## src/rtl/i_prefetch_buffer.sv

```systemverilog
// One-line sequential prefetch buffer between the instruction cache and main memory.
// Demand reads/writes pass through; every demand read is followed by a fetch of line addr+1.
module i_prefetch_buffer #(
  parameter int ADDR_W = 28,
  parameter int DATA_W = 128,
  parameter bit PF_EN  = 1'b1
) (
  input  logic              clk,
  input  logic              rst_n,
  input  logic              c_read,
  input  logic              c_write,
  input  logic [ADDR_W-1:0] c_addr,
  input  logic [DATA_W-1:0] c_wdata,
  output logic              c_ready,
  output logic [DATA_W-1:0] c_rdata,
  output logic              m_read,
  output logic              m_write,
  output logic [ADDR_W-1:0] m_addr,
  output logic [DATA_W-1:0] m_wdata,
  input  logic [DATA_W-1:0] m_rdata,
  input  logic              m_ready
);

  typedef enum logic [2:0] {
    S_IDLE,
    S_DEMAND,
    S_WRITE,
    S_PREFETCH,
    S_RESP
  } state_t;

  state_t            state, state_nxt;
  logic [ADDR_W-1:0] lat_addr, pf_addr, buf_addr;
  logic [DATA_W-1:0] lat_wdata, resp_data, buf_data;
  logic              is_read, buf_valid, buf_hit;

  assign buf_hit = buf_valid && (buf_addr == c_addr);

  always_ff @(posedge clk or negedge rst_n) begin
    if (!rst_n) state <= S_IDLE;
    else        state <= state_nxt;
  end

  always_comb begin
    state_nxt = state;
    case (state)
      S_IDLE: begin
        if (c_write)     state_nxt = S_WRITE;
        else if (c_read) state_nxt = buf_hit ? S_RESP : S_DEMAND;
      end
      S_DEMAND:   if (m_ready) state_nxt = S_RESP;
      S_WRITE:    if (m_ready) state_nxt = S_RESP;
      // Only reads trigger a prefetch; writes and the pass-through build return to IDLE.
      S_RESP:     state_nxt = (PF_EN && is_read) ? S_PREFETCH : S_IDLE;
      S_PREFETCH: if (m_ready) state_nxt = S_IDLE;
      default:    state_nxt = S_IDLE;
    endcase
  end

  always_ff @(posedge clk or negedge rst_n) begin
    if (!rst_n) begin
      lat_addr  <= '0;
      lat_wdata <= '0;
      pf_addr   <= '0;
      resp_data <= '0;
      is_read   <= 1'b0;
      buf_valid <= 1'b0;
      buf_addr  <= '0;
      buf_data  <= '0;
    end else begin
      case (state)
        S_IDLE: begin
          if (c_write) begin
            lat_addr  <= c_addr;
            lat_wdata <= c_wdata;
            resp_data <= '0;
            is_read   <= 1'b0;
            if (buf_hit) buf_valid <= 1'b0;
          end else if (c_read) begin
            lat_addr <= c_addr;
            pf_addr  <= c_addr + ADDR_W'(1);
            is_read  <= 1'b1;
            // A hit consumes the line; the follow-up prefetch refills with addr+1.
            if (buf_hit) begin
              resp_data <= buf_data;
              buf_valid <= 1'b0;
            end
          end
        end
        S_DEMAND: begin
          if (m_ready) resp_data <= m_rdata;
        end
        S_PREFETCH: begin
          if (m_ready) begin
            buf_data  <= m_rdata;
            buf_addr  <= pf_addr;
            buf_valid <= 1'b1;
          end
        end
        default: ;
      endcase
    end
  end

  // All interface outputs decode from registered state only, so m_ready never reaches c_ready.
  always_comb begin
    c_ready = 1'b0;
    c_rdata = '0;
    m_read  = 1'b0;
    m_write = 1'b0;
    m_addr  = '0;
    m_wdata = '0;
    case (state)
      S_DEMAND: begin
        m_read = 1'b1;
        m_addr = lat_addr;
      end
      S_WRITE: begin
        m_write = 1'b1;
        m_addr  = lat_addr;
        m_wdata = lat_wdata;
      end
      S_PREFETCH: begin
        m_read = 1'b1;
        m_addr = pf_addr;
      end
      S_RESP: begin
        c_ready = 1'b1;
        c_rdata = resp_data;
      end
      default: ;
    endcase
  end

endmodule

```

## config.mk

```make
export PLATFORM = sky130hd
export DESIGN_NAME = i_prefetch_buffer
export DESIGN_NICKNAME = d
export VERILOG_FILES = /design/src/rtl/i_prefetch_buffer.sv
export SDC_FILE = /design/constraint.sdc
export NUM_CORES = 1
export LEC_CHECK = 0
export ABC_AREA = 1
export CORE_AREA = 10 10 229 231
export CTS_CLUSTER_DIAMETER = 150
export DETAILED_ROUTE_END_ITERATION = 6
export DIE_AREA = 0 0 239 241
export HOLD_SLACK_MARGIN = 0.05
export PLACE_DENSITY = 0.74
export SKIP_CTS_REPAIR_TIMING = 1
export SYNTH_ARGS = -nofsm -noshare
export SYNTH_HDL_FRONTEND = slang
export SYNTH_SLANG_ARGS = --single-unit
export TNS_END_PERCENT = 1
```

## constraint.sdc

```tcl
create_clock -name clk -period 1.9 [get_ports clk]
set_clock_uncertainty 0.1 [all_clocks]
set_input_delay 0.38 -clock clk [delete_from_list [all_inputs] [get_ports clk]]
set_output_delay 0.38 -clock clk [all_outputs]
set_load 0.03 [all_outputs]
```

Word-level counts from Yosys, hierarchy flattened
Index checks and enable logic that the tools add are counted.
W data, S select, Z words.
{"block": "word_totals", "regBits": 473, "out_inout_bits": 287, "input_bits": 289, "word_cells": 62}
{"block": "op_classes", "bitwise_logic": 1, "add_sub_neg": 1, "n_eq_ne": 10, "muxes": 27, "n_reduce_logical": 14}
{"operator": "$mux W128", "n": 6}
{"operator": "$pmux W128 S2", "n": 1}
{"operator": "$mux W28", "n": 2}
{"operator": "$pmux W28 S2", "n": 1}
{"operator": "$add A28 B1 Y28 const B", "n": 1}
{"operator": "$eq A28 B28 Y1", "n": 1}
{"operator": "$mux W3", "n": 5}
{"operator": "$pmux W3 S4", "n": 1}
{"operator": "$mux W1", "n": 9}
{"operator": "$reduce_and A3 Y1", "n": 3}
{"operator": "$eq A3 B2 Y1 const B", "n": 2}
{"operator": "$ne A3 B3 Y1 const B", "n": 2}
{"operator": "$reduce_and A2 Y1", "n": 3}
{"operator": "$reduce_bool A2 Y1", "n": 3}
{"operator": "$ne A2 B2 Y1 const B", "n": 2}
{"operator": "$reduce_and A4 Y1", "n": 1}
{"operator": "$reduce_or A2 Y1", "n": 2}
{"operator": "$eq A3 B1 Y1 const B", "n": 1}
{"operator": "$eq A3 B3 Y1 const B", "n": 1}
{"operator": "$logic_not A3 Y1", "n": 1}
{"operator": "$mux W2", "n": 1}
{"operator": "$ne A2 B1 Y1 const B", "n": 1}
{"operator": "$pmux W1 S2", "n": 1}
{"operator": "$logic_and A1 B1 Y1", "n": 1}
{"operator": "$not A1 Y1", "n": 1}

Depth between registers and ports, before layout
Gate-level depths: netlist of the first run.
{"block": "logic_depth", "ltp_word": 6, "ltp_mapped": 15, "ltp_nobuf": 13}

Worst setup path before layout of the first run
Ideal clock, no wire load.
{"block": "synth_path", "path_kind": "reg-to-output", "start": "register state[0]", "end": "output m_addr[0]", "path_stages_with_launch": 9, "required_ns": 1.420, "path_buffers": 2, "path_slack_ns": -0.632, "arrival_ns": 2.052, "cell_sequence": "dfrtp_1 inv_1 nor2_1 nand2_1 nand2_1 buf_2 buf_1 nand2_1 o21ai_0"}
{"block": "synth_between", "elab_chain_cells": 3, "elab_cells_between_ends": 5, "classes_between": "eq/ne: 3; mux: 1; reduce/logical: 1"}
{"item": "from (decl)", "line_no": "32", "source": "state_t state, state_nxt;"}
{"item": "from (signal assigned)", "line_no": "41", "source": "else state <= state_nxt;"}
{"item": "$eq A3 B1 Y1 or $eq A3 B2 Y1 (tied branches)", "line_no": "113", "source": "case (state)"}
{"item": "$reduce_or A2 Y1 (no source line)"}
{"item": "$pmux W28 S2 (*)", "line_no": "113"}
{"item": "to (decl)", "line_no": "18", "source": "output logic [ADDR_W-1:0] m_addr,"}
Mark *: on every way between the ends. The rest lies on a longest branch, timed or not.

Worst setup path after layout of the first run
{"block": "layout_path", "start": "register state[0]", "end": "output c_rdata[104]"}
{"block": "layout_between", "elab_chain_cells": 2}
{"item": "$eq A3 B3 Y1", "line_no": "113"}
{"item": "$mux W128", "line_no": "113"}
{"item": "to (decl)", "line_no": "15", "source": "output logic [DATA_W-1:0] c_rdata,"}
Every way passes these cells.

==> results.json, run 1 <==
{
  "reg2reg_to": "resp_data[73]$_DFFE_PN0P_",
  "setup_ws_ns": -0.675,
  "cts-buffers-inserted": 52,
  "cp.arrival_ns": 2.10,
  "cp_max_fo": 42,
  "max_slew.worst_pin.slew_ns": 0.440,
  "nets": 3964,
  "outcome": "finished with violations",
  "syn_area_per_cell_sq_um": 7.54,
  "fin_crit_ns": 2.58,
  "synth-edff-count": 0,
  "die_x_microns": 239,
  "rsz0062_at_grt": "yes",
  "drtIter0Drc": 1709,
  "grt_pass1_wl_mm": 120,
  "die-area_sq_mm": 0.0576,
  "gr-total-overflow": 0,
  "postRouteAntennaNets": 0,
  "syn_inst": 3021,
  "grt_max_degree": 71,
  "worstHoldPathType": "input port to asynchronous set/reset pin",
  "slew_viol_final": 0,
  "reg2reg_slack_ns": -0.09,
  "cts.path.max_buffers": 3,
  "numPortBuffers": 575,
  "ios": 576,
  "whs_ns": 0.155,
  "synth_top_area_share_pct": 52.0,
  "synth_ff_type": "dfrtp_1",
  "peakVddDrop_v": 0.000865,
  "avgRoutedWirePerCell_microns": 17.8,
  "routed_wl_mm": 77.1,
  "slowest_delay_ns": 0.38,
  "synth_largest_area_cell": "dfrtp_1",
  "clk_pin_slew_ns": 0.06,
  "synthesis.nets": 3311,
  "synthTopCellsByCount": "nand2_1 (740), o21ai_0 (497), inv_1 (480)",
  "die_h_microns": 241,
  "maxCapViolations": 0,
  "p_leak_nw": 16.3,
  "end_kind": "output port",
  "vias": 22200,
  "clock_sinks": 473,
  "crit_required_ns": 1.42,
  "reg2regPathDepth": 10,
  "fill_cells": 3787,
  "setup_viol": 416,
  "yosysUniqueCellTypes": 29,
  "final_hold_viol_count": 0,
  "max_freq_mhz": 388,
  "antenna_found_initial": 8,
  "synth.most_common_cell": "nand2_1",
  "async_flop_share_pct": 100,
  "period_share_pct": 136,
  "std_cell_rows": 80,
  "cp-start-kind": "register",
  "synth_area_leaders": "dfrtp_1 (52%), nand2_1 (12%), o21ai_0 (11%)",
  "r2r-start": "buf_addr[10]$_DFFE_PN0P_",
  "ys_seq_area_share_pct": 52.0,
  "design_area_sq_mm": 0.0323,
  "mappedNetlistArea_sq_mm": 0.0228,
  "crit_path_frequent_cell": "buf_4",
  "drive_gt1_share_pct": 18.4,
  "yosys_warnings": 0,
  "violations": "setup timing",
  "slew_headroom_pct": 70.6,
  "drc_errors": 0,
  "regArea_sq_mm": 0.0118,
  "core_sq_mm": 0.0475,
  "synth-seq-cells": 473,
  "slowest_stage": "dfrtp_1",
  "power_w": 0.0472,
  "root_buffer": "clkbuf_16",
  "hpwl_mm": 57.6,
  "dr.pass1.iters": 6,
  "cts_tree": "yes",
  "track_usage_pct": 26.0,
  "power_density_mw_per_mm2": 1460,
  "multi_input_area_sq_mm": 0.00841,
  "gp_congestion": 0.925,
  "initial_core_util_pct": 47.9,
  "syn_to_final_growth_pct": 42.0,
  "worstPathCellList": "buf_4 > nor2_1 > inv_1 > nor2_4 > inv_6 > buf_12 > nor2_2 > buf_4",
  "cts.htree.levels": 2,
  "grt_pass1_vias": 22300,
  "clk_latency_ns": 0.60,
  "place_area_sq_mm": 0.0303,
  "avgViaCountPerCell": 5.12,
  "worstSetupPathType": "register to output port"
}
==> cell type report <==
cell class | instances | share of cell area, %
multi-input cells | 1866 | 26.0
diodes | 5 | 0.0387
well taps | 615 | 2.38
clock inverters | 26 | 1.00
clock buffers | 70 | 4.61
flip-flops and latches | 473 | 36.6
repair buffers | 789 | 23.6
inverters | 492 | 5.74
==> cell usage in the layout, fill, tap and decap left out, drive strengths merged <==
master	n
a21boi	1
a21oi	4
a31oi	4
buf	501
bufinv	7
clkbuf	70
clkdlybuf4s50	287
clkinv	17
clkinvlp	3
dfrtp	473
diode	5
dlygate4sd3	1
ha	1
inv	491
nand2	742
nand3	277
nand4	7
nor2	300
nor3	7
nor4	1
o21ai	502
o221ai	1
o22ai	3
xnor2	4
xor2	12
==> through the flow <==
stage               util, %  setup TNS, ns  std cells  setup WS [ns]
floorplan                 -         -50.25       3021         -0.351
finish                 68.0        -166.38       4336         -0.675
global route           68.0        -215.27       4335         -0.787
CTS                    67.6        -199.61       4330         -0.800
detailed placement     63.8        -132.83       4234         -0.676
global placement       63.8        -117.95       4234         -0.590
==> flip-flops by register name (all words and copies together) (netlist names) <==
| name | cells |
|---|---|
| is_read | 1 |
| state | 3 |
| lat_wdata | 128 |
| lat_addr | 28 |
| buf_data | 128 |
| buf_valid | 1 |
| resp_data | 128 |
| pf_addr | 28 |
| buf_addr | 28 |
==> worst max path at each step <==
stage	end	cells past startpoint	start
after global routing	c_rdata[75]	8	state[0]$_DFFE_PN0P_
after detailed placement	resp_data[114]$_DFFE_PN0P_	14	c_addr[15]
final	c_rdata[104]	8	state[0]$_DFFE_PN0P_
after floorplan	c_rdata[10]	7	state[0]$_DFFE_PN0P_
after global placement	resp_data[127]$_DFFE_PN0P_	14	c_addr[19]
after CTS	m_addr[9]	7	state[0]$_DFFE_PN0P_
==> critical path: cells and delay by family, from the launching register on <==
family                 cells  cell delay [ns]
buffers and inverters      5             0.71
and+or+nand+nor            3             0.39
DFF                        1             0.38
==> kinds of logic (layout without fill, tap and decap cells) <==
logic type,Yosys count,count (layout),synth area share (%)
simple gates,1334,1334,23.7
other cells,0,5,0
buf+inv,682,1377,12.2
xor+xnor,16,16,0.616
compound gates,515,515,11.4
flops,473,473,52.0
fa+ha+maj,1,1,0.0550
==> where the power goes <==
group          leakage (nW)  internal [W]  switching (W)
sequential             6.01        0.0143        0.00194
combinational          9.44       0.00766         0.0127
clock                 0.897       0.00645        0.00420
total                  16.3        0.0284         0.0189
==> per-layer routing <==
metal,global-route usage [%],vias up,routed length (microns),part of all wire (%)
li1,-,10600,-,-
met1,30.5,10500,29800,39
met2,44.6,889,38300,50
met3,6.26,195,5720,7.4
met4,11.9,8,3280,4.2
met5,0,-,46,0.060
Note: power is estimated with default switching activity, not from simulation.
==> inputs of run 2 (changes only) <==
--- a/config.mk
+++ b/config.mk
@@ -6,6 +6,7 @@
 export NUM_CORES = 1
 export LEC_CHECK = 0
 export ABC_AREA = 1
+export ABC_CLOCK_PERIOD_IN_PS = 1900
 export CORE_AREA = 10 10 229 231
 export CTS_CLUSTER_DIAMETER = 150
 export DETAILED_ROUTE_END_ITERATION = 6
==> results of run 2 <==
No change in the layout: final DEF, timing and power equal those of run 1.
